===== src/rtl/wrpg_pkg.sv =====
`default_nettype none
// ---------------------------------------------------------------------------
// wrpg_pkg : shared types and defaults for the weighted random pattern generator
// Revision 1.0
// ---------------------------------------------------------------------------
package wrpg_pkg;

    typedef enum logic [1:0] {
        PR_LOAD   = 2'd0,
        PR_SHIFT  = 2'd1,
        PR_ROTATE = 2'd2,
        PR_LFSR   = 2'd3
    } pr_mode_e;

    // Defaults for the 8-bit configuration; taps 7,5,4,3 give a maximal sequence.
    localparam logic [7:0] PR_SEED8 = 8'h01;
    localparam logic [7:0] PR_TAPS8 = 8'hB8;

endpackage : wrpg_pkg
`default_nettype wire


===== src/rtl/sat_counter.sv =====
`default_nettype none
// ---------------------------------------------------------------------------
// sat_counter : W-bit up counter with synchronous clear, saturates at all-ones
// Revision 1.0
// ---------------------------------------------------------------------------
module sat_counter #(
    parameter int W = 16
) (
    input  logic         clk,
    input  logic         rst,
    input  logic         clr,
    input  logic         inc,
    output logic [W-1:0] cnt
);

    always_ff @(posedge clk or negedge rst) begin
        if (!rst) begin
            cnt <= '0;
        end else if (clr) begin
            cnt <= '0;
        end else if (inc && (cnt != {W{1'b1}})) begin
            cnt <= cnt + 1'b1;
        end
    end

endmodule : sat_counter
`default_nettype wire


===== src/rtl/pattern_reg.sv =====
`default_nettype none
// ---------------------------------------------------------------------------
// pattern_reg : pattern word with load/shift/rotate/LFSR update and step count
// Revision 1.0
// ---------------------------------------------------------------------------
module pattern_reg
    import wrpg_pkg::*;
#(
    parameter int               WIDTH = 8,
    parameter logic [WIDTH-1:0] SEED  = WIDTH'(PR_SEED8),
    parameter logic [WIDTH-1:0] TAPS  = WIDTH'(PR_TAPS8),
    parameter int               CNT_W = 16
) (
    input  logic             clk,
    input  logic             rst,
    input  logic             set,
    input  logic             en,
    input  pr_mode_e         mode,
    input  logic [WIDTH-1:0] d,
    input  logic             si,
    output logic [WIDTH-1:0] q,
    output logic             so,
    output logic [CNT_W-1:0] count,
    output logic             zero
);

    logic [WIDTH-1:0] q_next;
    logic             feedback;

    assign feedback = ^(q & TAPS);

    always_comb begin
        q_next = q;
        case (mode)
            PR_LOAD:   q_next = d;
            PR_SHIFT:  q_next = {q[WIDTH-2:0], si};
            PR_ROTATE: q_next = {q[WIDTH-2:0], q[WIDTH-1]};
            PR_LFSR:   q_next = (q == '0) ? SEED : {q[WIDTH-2:0], feedback};
            default:   q_next = q;
        endcase
    end

    always_ff @(posedge clk or negedge rst) begin
        if (!rst) begin
            q <= '0;
        end else if (set) begin
            q <= SEED;
        end else if (en) begin
            q <= q_next;
        end
    end

    // set clears the count even when en is also high.
    sat_counter #(
        .W (CNT_W)
    ) u_step_cnt (
        .clk (clk),
        .rst (rst),
        .clr (set),
        .inc (en),
        .cnt (count)
    );

    assign so   = q[WIDTH-1];
    assign zero = (q == '0);

endmodule : pattern_reg
`default_nettype wire


===== config.mk =====
export PLATFORM = sky130hd
export DESIGN_NAME = pattern_reg
export DESIGN_NICKNAME = d
export VERILOG_FILES = /design/src/rtl/wrpg_pkg.sv /design/src/rtl/sat_counter.sv /design/src/rtl/pattern_reg.sv
export SDC_FILE = /design/constraint.sdc
export NUM_CORES = 1
export LEC_CHECK = 0
export ABC_AREA = 1
export CAP_MARGIN = 20
export CORE_MARGIN = 2
export CORE_UTILIZATION = 33
export CTS_CLUSTER_DIAMETER = 40
export DETAILED_ROUTE_END_ITERATION = 10
export PLACE_DENSITY = 0.59
export SYNTH_ARGS = -nofsm -noshare
export SYNTH_HDL_FRONTEND = slang
export SYNTH_SLANG_ARGS = --single-unit

===== constraint.sdc =====
create_clock -name clk -period 1.86 [get_ports clk]
set_input_delay 0.372 -clock clk [delete_from_list [all_inputs] [get_ports clk]]
set_output_delay 0.372 -clock clk [all_outputs]
set_load 0.01 [all_outputs]

* Yosys cells after proc, flatten, opt, wreduce, memory -nomap -nowiden *
Index checks and enable logic that the tools add are counted.

storage, ports and cells
  input bits = 15
  register bits = 24

cells by class
  multiplexer cells = 6
  reduce and logical (&&, ||, !) cells = 6
  equality and inequality tests = 4
  add/subtract/negate cells = 1

operators by type and width
  operator                                       number
  2-to-1 mux 16 bit                              2
  one-hot mux 8 bit (4 select lines)             1
  2-to-1 mux 8 bit                               3
  adder 16 x 1 -> 16 bit, second input constant  1
  != test 16 bit, second input constant          1
  logical NOT 8 bit                              1
  parity 8 bit                                   1
  == test 2 bit, second input constant           2
  nonzero test 2 bit                             2
  == test 2 x 1 -> 1 bit, second input constant  1
  logical NOT 2 bit                              1
  logical AND 1 bit                              1

* Depth between registers and ports, before layout *
  depth in word-level cells = 5
  mapped depth = 10
  depth with buffers taken out = 9

* Cells and area by module *
From an unflattened synthesis, not the netlist that was laid out.

unflattened totals
  cells, all modules = 214
  area, all modules = 1561.5 um^2

by module, submodules not included
  module       times used  cells an instance  area each (um^2)  sequential area each (um^2)
  sat_counter  1           144                1037.2            400.4
  pattern_reg  1           70                 524.3             200.2

* Worst setup path after synthesis *
Ideal clock, no wire load.

  path type = register -> register
  start = register u_step_cnt.cnt[0]
  end = register u_step_cnt.cnt[10]
  arrival time = 1.451 ns
  required time = 1.794 ns
  period minus slack after synthesis = 1.517 ns
  slack = 0.343 ns
  cell stages (with the launch flop) = 10
  path through = dfrtp_1 > ha_1 > nand2_2 > nor2_4 > nand3_2 > nor2_4 > nor2_2 > buf_2 > nand4_1 > nand2_1

on the way
  longest elaborated chain between the ends = 3
  elaborated cells between the ends (all ways) = 6

ends and longest elaborated chain
  element                                                          line                                  source
  from (decl)                                                      sat_counter.sv:13                     output logic [W-1:0] cnt
  from (signal assigned)                                           sat_counter.sv:22                     cnt <= cnt + 1'b1;
  adder 16 x 1 -> 16 bit / != test 16 bit (equally long branches)  sat_counter.sv:22, sat_counter.sv:21
  2-to-1 mux 16 bit / logical AND 1 bit (equally long branches)    sat_counter.sv:21                     end else if (inc && (cnt != {W{1'b1}})) begin
  2-to-1 mux 16 bit / nonzero test 2 bit (equally long branches)   n/a

Parallel ways exist; a longest one is shown, timed or not. The select of a mux whose other input is x is not followed.
A chain may end at the register's enable or synchronous reset.

* Worst setup path in the final report *
  start = register q[4]
  end = output port zero

on the way
  longest elaborated chain between the ends = 1

ends and longest elaborated chain
  element                 line               source
  from (decl)             pattern_reg.sv:21  output logic [WIDTH-1:0] q,
  from (signal assigned)  pattern_reg.sv:49  q <= q_next;
  logical NOT 8 bit       pattern_reg.sv:65  assign zero = (q == '0);
  to (decl)               pattern_reg.sv:24  output logic zero

Every way passes these cells.

==> summary.md <==
| Metric | Value |
|---|---|
| RePlAce Congestion | `0.786` |
| VDD IR max | `0.336 mV` |
| CP Capture Type | `output pin` |
| Total power | `1.21 mW` |
| Register area share after synthesis | `0.393` |
| PD cells | `569 nW/um2` |
| Die H | `72.1 um` |
| Total global-route track usage | `0.170` |
| Die W | `72.1 um` |
| Mux contribution to synthesized area | `0` |
| Post-Syn Area per Cell | `7.05 um2` |
| CTS resizes | `2` |
| Warnings, synthesis | `0` |
| Status | `completed` |
| RSZ-0062 raised after global routing | `no` |
| Seq. cell area | `601 um2` |
| CTS tree | `yes` |
| Vias per cell | `4.77` |
| HP Class | `input port to asynchronous set/reset pin` |
| Static Leak | `0.975 nW` |
| Crit share post-route | `0.928` |
| Number of DRC markers in iteration 0 | `83` |
| Largest fanout on the critical path | `3` |
| Post-DP Area | `2040 um2` |
| Worst r2r src | `u_step_cnt.cnt[0]` |
| Final setup vio count | `0` |
| Critical R2R Capture | `u_step_cnt.cnt[14]` |
| Final wirelength | `3910 um` |
| First-pass GRT wire length | `7070 um` |
| Post-Synth Simple-Gate Area | `0.421` |
| Core Area | `4410 um2` |
| Post-route insts no fill | `319` |
| Worst R2R Path Depth | `9` |
| Initial antenna violation count | `0` |
| Post-CTS Setup Bufs | `0` |
| Distinct cells, synth | `30` |
| Nets | `285` |
| Design area | `2120 um2` |
| # fillers | `447` |
| Remaining antenna violation count | `0` |
| Mapped Nets | `234` |
| Main combinational cell family by area after synthesis | `simple AND/OR/NAND/NOR gates` |
| Fin crit period | `1.73 ns` |
| Crit Path Category | `flop to output pin` |
| Clk_skew | `0.00383 ns` |
| Hold Buf Count CTS | `0` |
| Initial Util | `0.346` |
| Achievable Freq | `0.579 GHz` |
| Critical path required time | `1.49 ns` |
| Post-synthesis xor/xnor area fraction | `0.0229` |
| Post-Synth Adder-Cell Area | `0.0164` |
| Crit start category | `flop` |
| Rel. slew slack | `0.730` |
| Number of global-route vias before repair | `1,510` |
| Util after Layout | `0.480` |
| Actual slew at the worst max-slew pin | `0.403 ns` |
| Area grow syn2layout | `38.6%` |
| First drt pass iteration count | `4` |
| Placed insts | `315` |
| HPWL Detailed | `2980 um` |
| IO buf count | `40` |
| Reg-to-reg slack, setup | `0.21 ns` |
| Max_cap viols | `0` |
| Pins Over Slew Limit | `0` |
| Share of layout cells above drive strength 1 | `0.105` |
| CTS Sinks | `24` |
| GRT Residual Overflow | `0` |
| I/O Pins | `41` |
| Crit path DAT | `1.35 ns` |
| Compound-Gate Fraction of Synth Area | `0.0704` |
| Synth Register Bits | `24` |
| Antenna diodes | `0` |
| DRC violations left | `0` |
| Worst-skew pair later-pin latency | `0.27 ns` |
| Largest net degree at the start of global routing | `25` |
| Cell Area, Synth | `1530 um2` |
| Die ar. | `5190 um2` |
| Setup TNS Final | `0 ns` |
| Mean routed wirelength per cell | `12.3 um` |
| Via Count | `1,523` |
| Clk root buf | `clkbuf_8` |
| Placement row count | `24` |
| TritonCTS Buffers | `3` |
| Area taken by multi-input logic gates | `822 um2` |
| Mapped Cells | `217` |
| Fin. Hold Viols | `0` |
| H-tree Lvls | `1` |
| Max Buffers Root-to-Sink | `2` |
| Reg clk slew, reported paths | `0.09 ns` |
==> cell usage after synthesis <==
master,count,area (um2)
a211oi_1,1,7.51
a21oi_1,1,5.00
and2_1,2,12.5
buf_2,1,5.00
buf_4,1,7.51
buf_6,1,11.3
clkbuf_1,1,3.75
dfrtp_1,24,601
ha_1,2,25.0
inv_1,23,86.3
inv_2,1,3.75
nand2_1,72,270
nand2_2,1,6.26
nand3_1,13,65.1
nand3_2,1,10.0
nand4_1,12,75.1
nor2_1,27,101
nor2_2,2,12.5
nor2_4,3,33.8
nor3_1,2,10.0
nor3_2,1,10.0
nor3_4,1,16.3
nor3b_1,1,7.51
o21ai_0,7,35.0
o21ai_1,3,15.0
o21bai_1,1,7.51
o22ai_1,6,37.5
or2_2,2,12.5
xnor2_1,1,8.76
xor2_1,3,26.3
==> registers in the layout (all words and copies together) (netlist names) <==
signal	flops
u_step_cnt.cnt	16
q	8
==> cells by family (layout without fill, tap and decap cells) <==
group / count (synthesis) / count (layout)
and+or+nand+nor: 140 / 140
buffers and inverters: 28 / 78
xor gates and xnor gates: 4 / 4
adders and majority gates: 2 / 2
DFF: 24 / 24
AOI/OAI and AO/OA: 19 / 19
==> worst max-delay path by stage <==
stage                                 start                  to  cells past startpoint  slack (ns)
after floorplan           u_step_cnt.cnt[0]  u_step_cnt.cnt[10]                      9        0.34
after global placement                 q[4]                zero                      5       -0.04
after detailed placement               q[4]                zero                      5       -0.03
after CTS                              q[4]                zero                      5       0.004
after global routing      u_step_cnt.cnt[1]  u_step_cnt.cnt[15]                      9        0.02
final                                  q[4]                zero                      5        0.13
==> routing by layer <==
metal	global-route usage	vias to the layer above	wire (um)
li1	-	801	-
met1	0.242	692	2050
met2	0.266	24	1680
met3	0.0222	6	134
met4	0.0608	0	51
met5	0	-	0
==> power by group <==
group	internal, mW	leakage, nW	switching [mW]
combinational	0.0956	0.612	0.0967
sequential	0.535	0.327	0.0133
clock	0.288	0.0357	0.178
==> per-stage QoR <==
stage / setup slack (ns) / hold WS (ns)
4_1_cts: 0.00380 / 0.477
6_report: 0.133 / 0.467
2_1_floorplan: 0.343 / 0.0764
3_5_place_dp: -0.0314 / 0.547
3_3_place_gp: -0.0379 / 0.522
5_1_grt: 0.0212 / 0.489
==> cell usage in the layout (no fill, tap or decap), drive strengths merged <==
cell type,synthesis,routed
clkbuf,1,4
xor2,3,3
dfrtp,24,24
a21oi,1,1
o21ai,10,10
nor3,4,4
bufinv,0,1
inv,24,24
clkdlybuf4s50,0,39
buf,3,10
o21bai,1,1
and2,2,2
xnor2,1,1
nor2,32,32
nand2,73,73
or2,2,2
nand4,12,12
nand3,14,14
o22ai,6,6
nor3b,1,1
ha,2,2
a211oi,1,1
==> cell type report <==
type,instances,area share
clock buffers,3,0.0195
clock inverters,1,0.0142
inverters,24,0.0425
multi-input cells,165,0.388
flip-flops and latches,24,0.283
well taps,52,0.0307
repair buffers,50,0.222
==> critical path, stage by stage (launching register included) <==
cell and delay (ns):
dfrtp_1 0.38, inv_1 0.09, ha_1 0.15, nor3b_4 0.19, and2_1 0.15, clkbuf_2 0.13
Note: power is estimated with default switching activity, not from simulation.
